**config.mk**
```make
export PLATFORM = sky130hd
export DESIGN_NAME = benes_ingress_ctrl
export DESIGN_NICKNAME = d
export VERILOG_FILES = /design/src/rtl/benes_ingress_ctrl.sv
export SDC_FILE = /design/constraint.sdc
export NUM_CORES = 1
export LEC_CHECK = 0
export ABC_AREA = 0
export CORE_MARGIN = 2
export CORE_UTILIZATION = 48
export DETAILED_ROUTE_END_ITERATION = 10
export PLACE_DENSITY = 0.77
export REMOVE_ABC_BUFFERS = 1
export SETUP_SLACK_MARGIN = 0.05
export SLEW_MARGIN = 20
export SYNTH_ARGS = -nofsm -noshare
export SYNTH_HDL_FRONTEND = slang
export SYNTH_SLANG_ARGS = --single-unit
```
**constraint.sdc**
```tcl
create_clock -name clk -period 2.2 [get_ports clk]
set_input_delay 0.22 -clock clk [delete_from_list [all_inputs] [get_ports clk]]
set_output_delay 0.22 -clock clk [all_outputs]
set_load 0.01 [all_outputs]
```
**src/rtl/benes_ingress_ctrl.sv**
```systemverilog
// Ingress FIFO feeding a 5-stage Benes network with per-stage skewed switch settings.
// Head issues every non-empty cycle; out_valid lands NET_LAT+2 edges after acceptance into an empty FIFO.
module benes_ingress_ctrl #(
  parameter int DEPTH   = 4,
  parameter int NET_LAT = 4
) (
  input  logic                   clk,
  input  logic                   rst_n,
  input  logic                   in_valid,
  output logic                   in_ready,
  input  logic [3:0]             in_data [7:0],
  input  logic [3:0]             in_cfg [4:0],
  output logic [3:0]             net_i_port [7:0],
  output logic [3:0]             net_switch_set [4:0],
  input  logic [3:0]             net_o_port [7:0],
  output logic                   out_valid,
  output logic [3:0]             out_data [7:0],
  output logic [$clog2(DEPTH):0] occupancy,
  output logic [15:0]            issue_cnt
);
  localparam int AW = $clog2(DEPTH);
  localparam int CW = AW + 1;

  logic [3:0]         mem_d [DEPTH-1:0][7:0];
  logic [3:0]         mem_c [DEPTH-1:0][4:0];
  logic [AW-1:0]      wr_ptr;
  logic [AW-1:0]      rd_ptr;
  logic               push;
  logic               issue;
  logic               issue_q;
  logic [NET_LAT-1:0] vld_sr;

  assign in_ready = (occupancy < CW'(DEPTH));
  assign push     = in_valid && in_ready;
  assign issue    = (occupancy != '0);

  always_ff @(posedge clk) begin
    if (push) begin
      for (int i = 0; i < 8; i++) mem_d[wr_ptr][i] <= in_data[i];
      for (int j = 0; j < 5; j++) mem_c[wr_ptr][j] <= in_cfg[j];
    end
  end

  always_ff @(posedge clk or negedge rst_n) begin
    if (!rst_n) begin
      wr_ptr    <= '0;
      rd_ptr    <= '0;
      occupancy <= '0;
      issue_cnt <= '0;
    end else begin
      if (push)  wr_ptr <= wr_ptr + 1'b1;
      if (issue) begin
        rd_ptr    <= rd_ptr + 1'b1;
        issue_cnt <= issue_cnt + 16'd1;
      end
      case ({push, issue})
        2'b10:   occupancy <= occupancy + 1'b1;
        2'b01:   occupancy <= occupancy - 1'b1;
        default: occupancy <= occupancy;
      endcase
    end
  end

  for (genvar i = 0; i < 8; i++) begin : g_lane
    assign net_i_port[i] = issue ? mem_d[rd_ptr][i] : 4'd0;
  end

  assign net_switch_set[0] = issue ? mem_c[rd_ptr][0] : 4'd0;

  // Stage k sees the word issued k cycles ago; bubbles carry a zero setting.
  for (genvar k = 1; k < 5; k++) begin : g_skew
    logic [3:0] sr [k];
    always_ff @(posedge clk or negedge rst_n) begin
      if (!rst_n) begin
        for (int d = 0; d < k; d++) sr[d] <= '0;
      end else begin
        sr[0] <= issue ? mem_c[rd_ptr][k] : 4'd0;
        for (int d = 1; d < k; d++) sr[d] <= sr[d-1];
      end
    end
    assign net_switch_set[k] = sr[k-1];
  end

  // The network captures i_port at the end of the issue cycle; its NET_LAT ranks follow that capture.
  always_ff @(posedge clk or negedge rst_n) begin
    if (!rst_n) begin
      issue_q   <= 1'b0;
      vld_sr    <= '0;
      out_valid <= 1'b0;
      for (int i = 0; i < 8; i++) out_data[i] <= '0;
    end else begin
      issue_q   <= issue;
      vld_sr[0] <= issue_q;
      for (int i = 1; i < NET_LAT; i++) vld_sr[i] <= vld_sr[i-1];
      out_valid <= vld_sr[NET_LAT-1];
      if (vld_sr[NET_LAT-1]) begin
        for (int i = 0; i < 8; i++) out_data[i] <= net_o_port[i];
      end
    end
  end

endmodule
```
==> out/metrics.cfg <==
[yosys]
synth-seq-area-share_pct=76.85
syn_area_sq_um=11420
synth_commonest_cells=208 x edfxtp_1, 101 x dfrtp_1, 56 x and2_1
ys_types=30
synth-warning-count=0
synth_top_area_share_pct=54.71
yosys-top-cells-area=edfxtp_1 55%, dfrtp_1 22%, mux4_2 10%
async_reset_ff_share_pct=32.69
yosysMostFrequentCell=edfxtp_1
yosys.area.top_type=edfxtp_1
synth_edf_count=208
syn_area_per_cell_sq_um=20.50
postSynthCellCount=557
synth-seq-cells=309
synth_flop_cell=edfxtp_1

[power]
vdd_drop_max_mv=1.123
p_per_area_nw_per_um2=1330
swShare_pct=27.49
p_comb_share_pct=36.1
power.switching_mw=5.521
p_int_mw=14.56
power_frac_seq_pct=39.9
power_frac_clock_pct=23.9
cellLeakagePower_nw=5.572

[sta]
fmax_ghz=0.4248
fin_crit_sh_pct=107.0
max_slew_margin_pct=71.93
report.final.slew_viol_count=0
layout_setup_ws_ns=-0.1541
fin_crit_ns=2.354
worst_slew_pin_slew_ns=0.4211
fin_skew_ns=0.01261
setup_viol=33
fin_tns_setup_ns=-3.556
rsz0062_at_grt=yes
fin_hold_ws_ns=0.1672
hold_viol_final=0

[clock_network]
tritoncts=done
clk_latency_ns=0.54
cts.clk_slew.worst_paths_ns=0.06
cts_buffers=30
clockRootBuffer=clkbuf_16
cts.sinks=309
clockBufferDepth=3
htree_num_levels=1

[route]
drt_drc_violations_left=0
routed-via-count=5747
drt-initial-drc-count=295
routed_wl_mm=22.40
routedWlPerCell_um=19.79
via_per_inst=5.077
ant_nets=0
dr.pass1.iters=4

[worst_setup_path]
path_class=reg -> out
crit_fanout=6
cp.arrival_ns=2.13
crit_path_end_kind=output pin
cp_data_required_time_ns=1.98
cp-start-kind=flip-flop

[placed_design]
gp_congestion=0.7289
dpl_cell_area_sq_um=13830
hpwl_mm=13.69
placedCellCount=1053
pre_cts_ws_ns=0.06973
portBuffers=191

[cells_and_area]
fin_cells=1132
nets=883
final-seq-area_sq_um=8778
area_growth_pct=32.27
layout-drive-gt1-share_pct=29.80
multi_input_area_sq_um=2449
nFillCells=1663
stdcell_area_sq_um=15100

[run]
maxCapViolations=0

[outcome]
status=complete, but fails checks
violations=negative setup slack

[die]
fp.dieH_um=158.2
die_x_um=158.2
core_area_sq_um=23400
fp-row-count=56
num_io_pins=192
start_util_pct=48.78
die-area_sq_um=25030

[global_routing]
grt_max_degree=43
grt_pass1_vias=6190
grt_use_total_pct=18.21
antenna_found_initial=2
grt_pass1_wl_mm=34.61
grt_overflow=0

[hold_path]
hold_path.class=in -> async

-- cell type report --
cell class / instances / share of cell area, %
antenna: 1 / 0.01657
clock buffer: 40 / 5.568
clock inverter: 15 / 0.6381
inverter: 10 / 0.2486
multi-input combinational: 203 / 16.22
sequential: 309 / 58.14
tap: 319 / 2.643
timing repair buffer: 235 / 16.53
-- critical path, stage by stage, from the launching register on --
cell and delay, ns:
dfrtp_4 0.51, buf_6 0.15, buf_16 0.13, mux4_2 0.51, and2_4 0.18, buf_6 0.11
-- stage by stage --
step / power (mW) / util, %
2_1_floorplan: 11.34 / -
3_3_place_gp: 14.39 / 59.08
3_5_place_dp: 14.57 / 59.08
4_1_cts: 20.06 / 64.25
5_1_grt: 21.12 / 64.51
6_report: 20.08 / 64.52
-- power by group through the flow --
stage | clock, mW | combinational, mW | sequential (mW)
after global routing | 5.17 | 7.80 | 8.15
final | 4.81 | 7.26 | 8.02
after floorplan | 0 | 2.72 | 8.62
after CTS | 4.94 | 7.09 | 8.03
after detailed placement | 0 | 6.44 | 8.13
after global placement | 0 | 6.33 | 8.05
-- cells by family (layout without fill, tap and decap cells) --
family                     Yosys count  count (layout)  share of synthesized area (%)
AOI/OAI and AO/OA                    1               1                        0.04380
adders and majority gates            7               7                         0.8330
other                                0               1                              0
DFF                                309             309                          76.85
and+or+nand+nor                     89              89                          4.823
buffers and inverters               45             300                          2.334
muxes                               85              85                          13.50
xor gates and xnor gates            21              21                          1.611
-- repair_timing --
| item | in CTS | in global routing |
|---|---|---|
| pin swaps | 4 | 2 |
| hold buffers | 1 | 0 |
| gates cloned | 3 | 0 |
| resized for setup | 191 | 36 |
| endpoints found under the setup margin | 36 | 48 |
| buffers inserted | 21 | 2 |
| hold endpoints to repair | 68 | 0 |
-- placed cells by master (no fill, tap or decap), drive strengths merged, types with 2 or more instances in the layout --
master,n
nor3,6
clkinv,12
clkdlybuf4s50,154
clkinvlp,2
dfrtp,101
mux2,32
nor2,5
inv,10
edfxtp,208
ha,6
nand3,4
nand2,8
xnor2,13
nand4,4
clkbuf,40
xor2,8
mux4,52
buf,80
and2,56
-- worst paths after layout --
path                                       startpoint                         end  slack [ns]  cells after the start
max                             rd_ptr[0]$_DFFE_PN0N_              net_i_port[22]       -0.15                      5
min                                             rst_n     out_data[2]$_DFFE_PN0P_        0.17                      2
min in group clk                        net_o_port[7]     out_data[7]$_DFFE_PN0P_        0.29                      2
min reg2reg                g_skew[4].sr[15]$_DFF_PN0_  g_skew[4].sr[11]$_DFF_PN0_        0.35                      0
max reg2reg                     rd_ptr[0]$_DFFE_PN0N_  g_skew[3].sr[10]$_DFF_PN0_        0.19                      7
max in group asynchronous                       rst_n    out_data[28]$_DFFE_PN0P_        1.31                      3
-- metal layers --
metal	wire length, um	GRT usage, %
met1	8560	21.71
met2	11260	32.09
met3	2000	5.776
met4	562	4.891
met5	13	0
-- state kept, by name, indices dropped and copies added, names as in the netlist --
name and cells:
g_skew.sr 28, out_valid 1, wr_ptr 2, issue_cnt 16
net_switch_set 12, out_data 32, occupancy 3, mem_c 80
mem_d 128, rd_ptr 2, issue_q 1, vld_sr 4
(Power assumes the default switching activity.)
